## src/rtl/mem_port_arbiter.sv

```systemverilog
// mem_port_arbiter: shares one single-port RAM between an instruction-fetch
// port and a load/store port. At most one access is in flight, and the two
// requesters alternate on contention. The RAM has a fixed read latency of
// RAM_LAT cycles; the legal range is 1..7, which fits the 3-bit wait counter.
module mem_port_arbiter #(
  parameter int ADDR_W  = 32,
  parameter int DATA_W  = 32,
  parameter int RAM_LAT = 1
) (
  input  logic              clk,
  input  logic              reset,
  // instruction fetch port
  input  logic              if_req,
  input  logic [ADDR_W-1:0] if_addr,
  output logic              if_gnt,
  output logic              if_done,
  output logic [DATA_W-1:0] if_rdata,
  // load/store port
  input  logic              d_req,
  input  logic              d_we,
  input  logic [ADDR_W-1:0] d_addr,
  input  logic [DATA_W-1:0] d_wdata,
  output logic              d_gnt,
  output logic              d_done,
  output logic [DATA_W-1:0] d_rdata,
  // RAM side
  output logic              mem_en,
  output logic              mem_we,
  output logic [ADDR_W-1:0] mem_addr,
  output logic [DATA_W-1:0] mem_wdata,
  input  logic [DATA_W-1:0] mem_rdata,
  output logic              busy
);

  typedef enum logic [1:0] {IDLE, ISSUE, WAIT, RESP} state_e;
  typedef enum logic {OWN_IF = 1'b0, OWN_D = 1'b1} owner_e;

  // identity and direction of the access in flight
  typedef struct packed {
    owner_e owner;
    logic   we;
  } txn_t;

  state_e            state_q, state_d;
  txn_t              txn_q, txn_d;
  owner_e            last_owner_q, last_owner_d;
  logic [2:0]        cnt_q, cnt_d;
  logic              mem_en_q, mem_en_d;
  logic              mem_we_q, mem_we_d;
  logic [ADDR_W-1:0] mem_addr_q, mem_addr_d;
  logic [DATA_W-1:0] mem_wdata_q, mem_wdata_d;
  logic              if_done_q, if_done_d;
  logic              d_done_q, d_done_d;
  logic [DATA_W-1:0] if_rdata_q, if_rdata_d;
  logic [DATA_W-1:0] d_rdata_q, d_rdata_d;
  logic              busy_q, busy_d;

  logic if_win, d_win, idle;

  // grant is combinational from req in IDLE; on contention the port that
  // did not win last time takes it
  always_comb begin
    idle   = (state_q == IDLE) && !reset;
    if_win = if_req && (!d_req || (last_owner_q == OWN_D));
    d_win  = d_req && !if_win;
    if_gnt = idle && if_win;
    d_gnt  = idle && d_win;
  end

  // next-state and registered-output logic for the access sequencer
  always_comb begin
    state_d      = state_q;
    txn_d        = txn_q;
    last_owner_d = last_owner_q;
    cnt_d        = cnt_q;
    mem_en_d     = 1'b0;
    mem_we_d     = 1'b0;
    mem_addr_d   = mem_addr_q;
    mem_wdata_d  = mem_wdata_q;
    if_done_d    = 1'b0;
    d_done_d     = 1'b0;
    if_rdata_d   = if_rdata_q;
    d_rdata_d    = d_rdata_q;
    busy_d       = busy_q;
    unique case (state_q)
      IDLE: begin
        if (if_gnt || d_gnt) begin
          txn_d.owner  = d_gnt ? OWN_D : OWN_IF;
          txn_d.we     = d_gnt && d_we;
          last_owner_d = d_gnt ? OWN_D : OWN_IF;
          // strobe and operands are registered here so they are
          // presented to the RAM for exactly the ISSUE cycle
          mem_en_d     = 1'b1;
          mem_we_d     = d_gnt && d_we;
          mem_addr_d   = d_gnt ? d_addr : if_addr;
          mem_wdata_d  = d_gnt ? d_wdata : mem_wdata_q;
          busy_d       = 1'b1;
          state_d      = ISSUE;
        end
      end
      ISSUE: begin
        cnt_d   = 3'(RAM_LAT - 1);
        state_d = WAIT;
      end
      WAIT: begin
        // WAIT lasts RAM_LAT cycles, so the edge leaving it is the one
        // RAM_LAT edges after ISSUE, where mem_rdata is valid; done then
        // lands at grant + RAM_LAT + 2
        if (cnt_q == 3'd0) begin
          state_d = RESP;
          if (txn_q.owner == OWN_IF) begin
            if_rdata_d = mem_rdata;
            if_done_d  = 1'b1;
          end else begin
            if (!txn_q.we) d_rdata_d = mem_rdata;
            d_done_d = 1'b1;
          end
        end else begin
          cnt_d = cnt_q - 3'd1;
        end
      end
      RESP: begin
        busy_d  = 1'b0;
        state_d = IDLE;
      end
      default: state_d = IDLE;
    endcase
  end

  // state register; reset abandons any in-flight access without a done
  always_ff @(posedge clk) begin
    if (reset) begin
      state_q      <= IDLE;
      txn_q        <= '{owner: OWN_IF, we: 1'b0};
      last_owner_q <= OWN_D;
      cnt_q        <= 3'd0;
      mem_en_q     <= 1'b0;
      mem_we_q     <= 1'b0;
      mem_addr_q   <= '0;
      mem_wdata_q  <= '0;
      if_done_q    <= 1'b0;
      d_done_q     <= 1'b0;
      if_rdata_q   <= '0;
      d_rdata_q    <= '0;
      busy_q       <= 1'b0;
    end else begin
      state_q      <= state_d;
      txn_q        <= txn_d;
      last_owner_q <= last_owner_d;
      cnt_q        <= cnt_d;
      mem_en_q     <= mem_en_d;
      mem_we_q     <= mem_we_d;
      mem_addr_q   <= mem_addr_d;
      mem_wdata_q  <= mem_wdata_d;
      if_done_q    <= if_done_d;
      d_done_q     <= d_done_d;
      if_rdata_q   <= if_rdata_d;
      d_rdata_q    <= d_rdata_d;
      busy_q       <= busy_d;
    end
  end

  assign mem_en    = mem_en_q;
  assign mem_we    = mem_we_q;
  assign mem_addr  = mem_addr_q;
  assign mem_wdata = mem_wdata_q;
  assign if_done   = if_done_q;
  assign d_done    = d_done_q;
  assign if_rdata  = if_rdata_q;
  assign d_rdata   = d_rdata_q;
  assign busy      = busy_q;

endmodule

```

## config.mk

```make
export PLATFORM = sky130hd
export DESIGN_NAME = mem_port_arbiter
export DESIGN_NICKNAME = d
export VERILOG_FILES = /design/src/rtl/mem_port_arbiter.sv
export SDC_FILE = /design/constraint.sdc
export NUM_CORES = 1
export LEC_CHECK = 0
export ABC_CLOCK_PERIOD_IN_PS = 2600
export BUFFER_PORTS_ARGS = -buffer_cell sky130_fd_sc_hd__buf_2
export CAP_MARGIN = 15
export CORE_ASPECT_RATIO = 1.4
export CORE_MARGIN = 3
export CORE_UTILIZATION = 28
export CTS_BUF_LIST = sky130_fd_sc_hd__clkbuf_2
export DETAILED_ROUTE_END_ITERATION = 7
export HOLD_SLACK_MARGIN = 0.06
export SLEW_MARGIN = 0
export SYNTH_ARGS = -nofsm -noshare
export SYNTH_HDL_FRONTEND = slang
export SYNTH_SLANG_ARGS = --single-unit
```

## constraint.sdc

```tcl
create_clock -name clk -period 2.6 [get_ports clk]
set_clock_uncertainty 0.2 [all_clocks]
set_input_delay 0.26 -clock clk [delete_from_list [all_inputs] [get_ports clk]]
set_output_delay 0.26 -clock clk [all_outputs]
set_load 0.01 [all_outputs]
```

==> impl_metrics.py, run 1 <==
metrics = {
    "run_status": {
        "outcome": "stopped before the end",
        "failed_stage": "clock tree synthesis",
        "error": "[ERROR RSZ-0060] Max buffer count reached.",
    },
    "floorplan": {
        "die_w_um": 123,
        "pin_count": 268,
        "die_y_um": 170,
        "start_util_pct": 28.8,
        "rows": 59,
    },
    "synthesis": {
        "synth_enable_flop_cells": 0,
        "synth-async-reset-ratio_pct": 0,
        "yosysTopAreaCell": "dfxtp_1",
        "synth.top_cell.area_share_pct": 52.2,
        "synth.most_common_cell": "nand2_1",
        "synthSimpleGateAreaFrac_pct": 30.2,
        "synth_area_um2": 5400,
        "syn-num-nets": 802,
        "synth-xor-area-share_pct": 0,
        "synth-compound-area-share_pct": 10.4,
        "yosys-top-cells-area": "dfxtp_1 (52%), nand2_1 (14%), a21oi_1 (9.3%), nor4_2 (6.3%), nor2_1 (5.4%)",
        "ys_seq_area_share_pct": 52.2,
        "synth_cell_type_count": 28,
        "synth_cells": 662,
        "synth_ff_type": "dfxtp_1",
        "yosys_register_bits": 141,
        "synth_top_family_by_area": "simple AND/OR/NAND/NOR gates",
        "yosys-top-cells-count": "nand2_1 (195), dfxtp_1 (141), a21oi_1 (100), nor2_1 (78), nor3_1 (33)",
        "syn_avg_cell_area_um2": 8.16,
        "synth.yosys.warnings": 0,
        "synthMuxAreaShare_pct": 0,
        "yosys.area_share.adder_pct": 1.62,
    },
    "clock_network": {
        "root_buffer": "clkbuf_2",
        "holdBufCountCts": 234,
        "cts_resized": 7,
        "ctsLongestPathBuffers": 2,
        "cts_sinks": 141,
        "htreeDepth": 4,
        "cts_setup_buffers": 3,
        "cts_made_buffers": 17,
    },
    "place": {
        "hpwlAfterDp_mm": 11.3,
        "placed_cells": 1132,
        "port_buffers": 267,
        "place_congestion": 0.758,
    },
}
==> cells by family after synthesis <==
family | Yosys count
buf+inv | 57
flops | 141
fa+ha+maj | 7
simple gates | 348
compound gates | 109
==> stage by stage <==
step	hold WS, ps	util [%]	setup WS [ps]	area, µm²
floorplan	182	-	845	5400
global placement	238	36.7	548	6890
detailed placement	243	36.7	498	6890
==> run 2, diff against run 1 <==
--- a/config.mk
+++ b/config.mk
@@ -8,12 +8,10 @@
 export ABC_CLOCK_PERIOD_IN_PS = 2600
 export BUFFER_PORTS_ARGS = -buffer_cell sky130_fd_sc_hd__buf_2
 export CAP_MARGIN = 15
-export CORE_ASPECT_RATIO = 1.4
 export CORE_MARGIN = 3
-export CORE_UTILIZATION = 28
-export CTS_BUF_LIST = sky130_fd_sc_hd__clkbuf_2
+export CORE_UTILIZATION = 20
 export DETAILED_ROUTE_END_ITERATION = 7
-export HOLD_SLACK_MARGIN = 0.06
+export PLACE_DENSITY_LB_ADDON = 0.15
 export SLEW_MARGIN = 0
 export SYNTH_ARGS = -nofsm -noshare
 export SYNTH_HDL_FRONTEND = slang
==> impl_metrics.py, run 2 <==
metrics = {
    "finish": {
        "diodes": 0,
        "regArea_um2": 2820,
        "multiInputGateArea_um2": 2300,
        "final_common_cell": "buf_2",
        "layout-drive-gt1-share_pct": 33.7,
        "area_growth_pct": 64.5,
        "final_cell_mix": "buf_2 (266), nand2_1 (195), dfxtp_1 (141), dlygate4sd3_1 (118), a21oi_1 (100)",
        "nFillCells": 2815,
        "nNetsFinal": 1172,
    },
    "synthesis": {
        "syn_avg_cell_area_um2": 8.16,
        "ys_seq_area_share_pct": 52.2,
        "syn-num-nets": 802,
        "yosysTopAreaCell": "dfxtp_1",
        "yosys_register_bits": 141,
        "synth_ff_type": "dfxtp_1",
        "synth-async-reset-ratio_pct": 0,
        "synth_cells": 662,
        "synth_cell_type_count": 28,
        "synth_area_um2": 5400,
        "synth_enable_flop_cells": 0,
        "yosys-top-cells-area": "dfxtp_1 (52%), nand2_1 (14%), a21oi_1 (9.3%), nor4_2 (6.3%), nor2_1 (5.4%)",
        "synth.yosys.warnings": 0,
        "yosys-top-cells-count": "nand2_1 (195), dfxtp_1 (141), a21oi_1 (100), nor2_1 (78), nor3_1 (33)",
        "synth.top_cell.area_share_pct": 52.2,
        "synth.most_common_cell": "nand2_1",
    },
    "power_and_ir_drop": {
        "clock_power_share_pct": 34.7,
        "switchingPower_uw": 2270,
        "seq_power_share_pct": 38.4,
        "power.internal_uw": 4680,
        "p_total_uw": 6960,
        "peakVddDrop_mv": 0.335,
        "power.density_nw_per_um2": 782,
        "swShare_pct": 32.7,
        "leakage_uw": 0.00393,
        "combinationalPowerShare_pct": 26.9,
    },
    "setup_path": {
        "rr_worst_depth": 9,
        "cp_max_fo": 14,
        "start_kind": "register",
        "arrival_ps": 2580,
        "r2r_start": "state_q[0]",
        "endpoint_kind": "register",
        "required_ps": 2710,
        "r2r_slack_ps": 130,
        "crit_type": "register to register",
        "r2r-end": "mem_addr[20]",
    },
    "job": {
        "maxCapViolCount": 0,
    },
    "floorplan": {
        "pin_count": 268,
        "coreArea_um2": 26300,
        "rows": 59,
        "start_util_pct": 20.6,
        "die_w_um": 170,
        "dieArea_um2": 29000,
        "die_y_um": 170,
    },
    "drt": {
        "wl_mm": 20.0,
        "first_pass_iters": 4,
        "highest-signal-layer": "met4",
        "vias_per_cell": 4.16,
        "route.met2.wl_mm": 10.2,
        "ant_nets": 0,
        "drc": 0,
        "wl_per_cell_um": 14.5,
        "first_iter_violations": 220,
        "vias": 5737,
        "drt-met1-wl_mm": 8.56,
        "dr_wl_met3_mm": 1.14,
    },
    "clock_network": {
        "cts_tree": "built",
        "cts.clk_slew.worst_paths_ps": 70,
        "cts_sinks": 141,
        "ctsLongestPathBuffers": 2,
        "root_buffer": "clkbuf_16",
        "htreeDepth": 4,
        "cts_made_buffers": 17,
        "clock_latency_ps": 410,
    },
    "min_path": {
        "hold-path-cell-count": 3,
        "holdCritStartpoint": "if_addr[24]",
        "hold_class": "input port to register",
        "hold_path_end": "mem_addr[24]",
    },
    "timing": {
        "post-route-period-util_pct": 95.1,
        "tightest_slew_ps": 905,
        "slew_headroom_pct": 39.6,
        "hold_violations": 0,
        "slew_viol_final": 0,
        "max_freq_ghz": 0.405,
        "timing.final.crit_period_ps": 2470,
        "whs_ps": 16.0,
        "finalSetupViolations": 0,
        "fin_ws_ps": 129,
    },
    "run_status": {
        "outcome": "finished clean",
    },
    "global_route": {
        "grt_pass1_wl_mm": 30.1,
        "first_global_vias": 5582,
        "grt_max_degree": 81,
        "track_usage_pct": 13.0,
        "antenna_found_initial": 0,
        "overflow": 0,
    },
    "place": {
        "dp_slack_ps": 521,
        "hpwlAfterDp_mm": 13.1,
        "place_congestion": 0.740,
        "port_buffers": 267,
    },
}
## run 2: cell counts after synthesis
Identical to the previous run, type by type.
## run 2: layer usage
metal	vias up	GRT usage, %
met5	-	0
met4	0	3.28
met3	12	3.83
met2	149	23.2
met1	2654	15.4
li1	2922	-
## run 2: cells by family (layout without fill, tap and decap cells)
logic type / Yosys count / in the layout / share of synthesized area, %
and+or+nand+nor: 348 / 348 / 30.2
adders and majority gates: 7 / 7 / 1.62
buffers and inverters: 57 / 440 / 5.51
AOI/OAI and AO/OA: 109 / 109 / 10.4
DFF: 141 / 141 / 52.2
## run 2: stage by stage
step	area (µm²)	TNS, ps	instances	utilization, %
after floorplan	5400	0	662	-
after global placement	7030	0	1227	26.8
after detailed placement	7030	0	1227	26.8
after CTS	8790	0	1377	33.4
after global routing	8890	-18.5	1380	33.8
final	8890	0	1380	33.8
## run 2: what timing repair did
action                     4_1_cts  5_1_grt
setup endpoints to repair        0       20
hold buffers                   118        0
resized for setup                0       14
setup buffers                    0        1
hold endpoints to repair       131        0
## run 2: cell type report
class,instances,area share (%)
sequential,141,31.7
multi-input combinational,464,25.9
tap,335,4.71
clock buffer,17,4.78
clock inverter,15,1.69
inverter,7,0.380
timing repair buffer,401,30.8
## run 2: how the worst max path moves through the flow
stage / startpoint / to / slack, ps
2_1_floorplan: cnt_q[0] / d_rdata[10] / 850
3_3_place_gp: state_q[1] / mem_wdata[4] / 540
3_5_place_dp: state_q[1] / mem_wdata[10] / 520
4_1_cts: state_q[1] / mem_addr[30] / 10
5_1_grt: state_q[1] / mem_addr[25] / -20
6_report: state_q[0] / mem_addr[20] / 130
## run 2: power by group through the flow
stage          Clock, µW  Sequential [µW]  Combinational, µW
2_1_floorplan          0             2870                788
6_report            2420             2670               1870
5_1_grt             2600             2710               2080
3_3_place_gp           0             2720               1640
3_5_place_dp           0             2720               1630
4_1_cts             2520             2670               1840
## run 2: critical path: stages, from the launching register on
cell and delay [ps]:
dfxtp_1 360, inv_1 100, ha_2 210, nor2b_4 140, nand3_2 150, clkinv_4 120, buf_12 170, nor3_1 260
nor4_2 70, dlygate4sd3_1 590
Note: power is estimated with default switching activity, not from simulation.
==> run 3, diff against run 2 <==
--- a/config.mk
+++ b/config.mk
@@ -6,11 +6,11 @@
 export NUM_CORES = 1
 export LEC_CHECK = 0
 export ABC_CLOCK_PERIOD_IN_PS = 2600
-export BUFFER_PORTS_ARGS = -buffer_cell sky130_fd_sc_hd__buf_2
 export CAP_MARGIN = 15
 export CORE_MARGIN = 3
 export CORE_UTILIZATION = 20
 export DETAILED_ROUTE_END_ITERATION = 7
+export DONT_BUFFER_PORTS = 1
 export PLACE_DENSITY_LB_ADDON = 0.15
 export SLEW_MARGIN = 0
 export SYNTH_ARGS = -nofsm -noshare
==> impl_metrics.py, run 3 (synthesis gave the netlist of run 2 again) <==
metrics = {
    "setup_path": {
        "arrival_ps": 2600,
        "endpoint_kind": "register",
        "start_kind": "register",
        "cpPeakStageDelay_ps": 560,
        "critPathBufInv": 4,
        "crit_path_cell_trace": "inv_1 > ha_1 > nor2b_4 > nand3_4 > inv_4 > buf_12 > nand2_1 > a21oi_1 > dlygate4sd3_1",
        "slowest_stage": "dlygate4sd3_1",
        "crit_type": "register to register",
        "required_ps": 2760,
        "critPathTopFamily": "buffers and inverters",
        "cp_max_fo": 18,
    },
    "floorplan": {
        "rows": 59,
        "die_y_um": 170,
        "die_w_um": 170,
        "start_util_pct": 20.6,
        "dieArea_um2": 29000,
        "coreArea_um2": 26300,
        "pin_count": 268,
    },
    "timing": {
        "post-route-period-util_pct": 94.0,
        "timing.final.crit_period_ps": 2440,
        "slew_headroom_pct": 55.7,
        "hold_violations": 0,
        "finalSetupViolations": 0,
        "slew_viol_final": 0,
        "max_freq_ghz": 0.409,
        "tightest_slew_ps": 665,
        "fin_ws_ps": 157,
    },
    "drt": {
        "vias": 5115,
        "first_pass_iters": 5,
        "vias_per_cell": 4.44,
        "wl_per_cell_um": 16.8,
        "ant_nets": 0,
        "first_iter_violations": 237,
        "drc": 0,
        "wl_mm": 19.4,
    },
    "finish": {
        "final_cell_mix": "nand2_1 (195), dlygate4sd3_1 (165), dfxtp_1 (141), a21oi_1 (100), nor2_1 (76)",
        "fin_cells": 1153,
        "nNetsFinal": 945,
        "regArea_um2": 2820,
        "nFillCells": 2778,
        "multiInputGateArea_um2": 2300,
        "diodes": 0,
        "layout-drive-gt1-share_pct": 9.41,
        "area_growth_pct": 47.0,
        "final_common_cell": "nand2_1",
    },
    "clock_network": {
        "htreeDepth": 4,
        "cts_sinks": 141,
        "cts_made_buffers": 17,
        "ctsLongestPathBuffers": 2,
        "cts_tree": "built",
        "clock_latency_ps": 420,
        "cts.clk_slew.worst_paths_ps": 70,
        "root_buffer": "clkbuf_16",
    },
    "power_and_ir_drop": {
        "peakVddDrop_mv": 0.375,
        "leakage_uw": 0.00293,
        "power.density_nw_per_um2": 830,
    },
    "global_route": {
        "grt_pass1_wl_mm": 29.1,
        "track_usage_pct": 12.7,
        "overflow": 0,
        "grt_max_degree": 93,
        "first_global_vias": 5367,
        "antenna_found_initial": 0,
    },
    "job": {
        "maxCapViolCount": 0,
    },
    "place": {
        "place_congestion": 0.718,
        "dp_slack_ps": 374,
        "placed_cells": 954,
        "port_buffers": 0,
        "hpwlAfterDp_mm": 11.8,
    },
    "min_path": {
        "hold_class": "input port to register",
    },
    "run_status": {
        "outcome": "finished clean",
    },
}
==> run 3: changes by cell type in the layout (fill, tap and decap cells not counted), sizes merged <==
cell	previous run	this run
buf	281	8
bufinv	1	0
clkbuf	19	18
clkinv	6	5
dlygate4sd3	118	165
inv	15	17
==> run 3: timing repair <==
action,CTS,global route
resized for setup,0,5
endpoints found under the setup margin,0,13
hold buffers,166,0
hold endpoints to repair,140,0
buffers inserted,0,0
==> run 3: worst min-delay path: stages <==
cell     delay, ps
o21ai_1        130
nand2_1        110
o21ai_0         80
==> run 3: cell type report <==
type | count | area share, %
multi-input cells | 464 | 28.9
flip-flops and latches | 141 | 35.5
well taps | 335 | 5.28
clock inverters | 15 | 2.06
clock buffers | 17 | 5.36
inverters | 7 | 0.394
repair buffers | 174 | 22.5
==> run 3: path summary, 6_finish.rpt <==
path,start,to,slack [ps],cells after the start
hold / removal,reset,state_q[1],40,3
setup reg to reg,state_q[0],mem_wdata[9],160,9
hold reg to reg,mem_wdata[29],mem_wdata[29],300,2
setup / recovery,state_q[0],mem_wdata[9],160,9
==> run 3: through the flow <==
| stage | hold slack [ps] | cell area [µm²] | setup TNS, ps | total power (µW) | utilization (%) |
|---|---|---|---|---|---|
| final | 42.5 | 7940 | 0 | 6590 | 30.2 |
| after floorplan | 182 | 5400 | 0 | 3650 | - |
| after global placement | 146 | 5630 | 0 | 3860 | 21.4 |
| after detailed placement | 147 | 5630 | 0 | 3890 | 21.4 |
| after global routing | 44.3 | 7940 | -0.455 | 6980 | 30.2 |
| after CTS | 16.8 | 7900 | 0 | 6670 | 30.1 |
==> run 3: where the power goes <==
part / total, µW / internal [µW] / switching (µW) / leakage (µW)
Clock: 2430 / 1300 / 1140 / 0.000292
Sequential: 2930 / 2500 / 421 / 0.00115
Combinational: 1230 / 547 / 687 / 0.00149
Total: 6590 / 4350 / 2250 / 0.00293
==> run 3: per-layer routing <==
layer	global-route usage, %	wire length (µm)
met1	13.6	7310
met2	23.1	10200
met3	4.32	1340
met4	5.04	505
met5	0	0
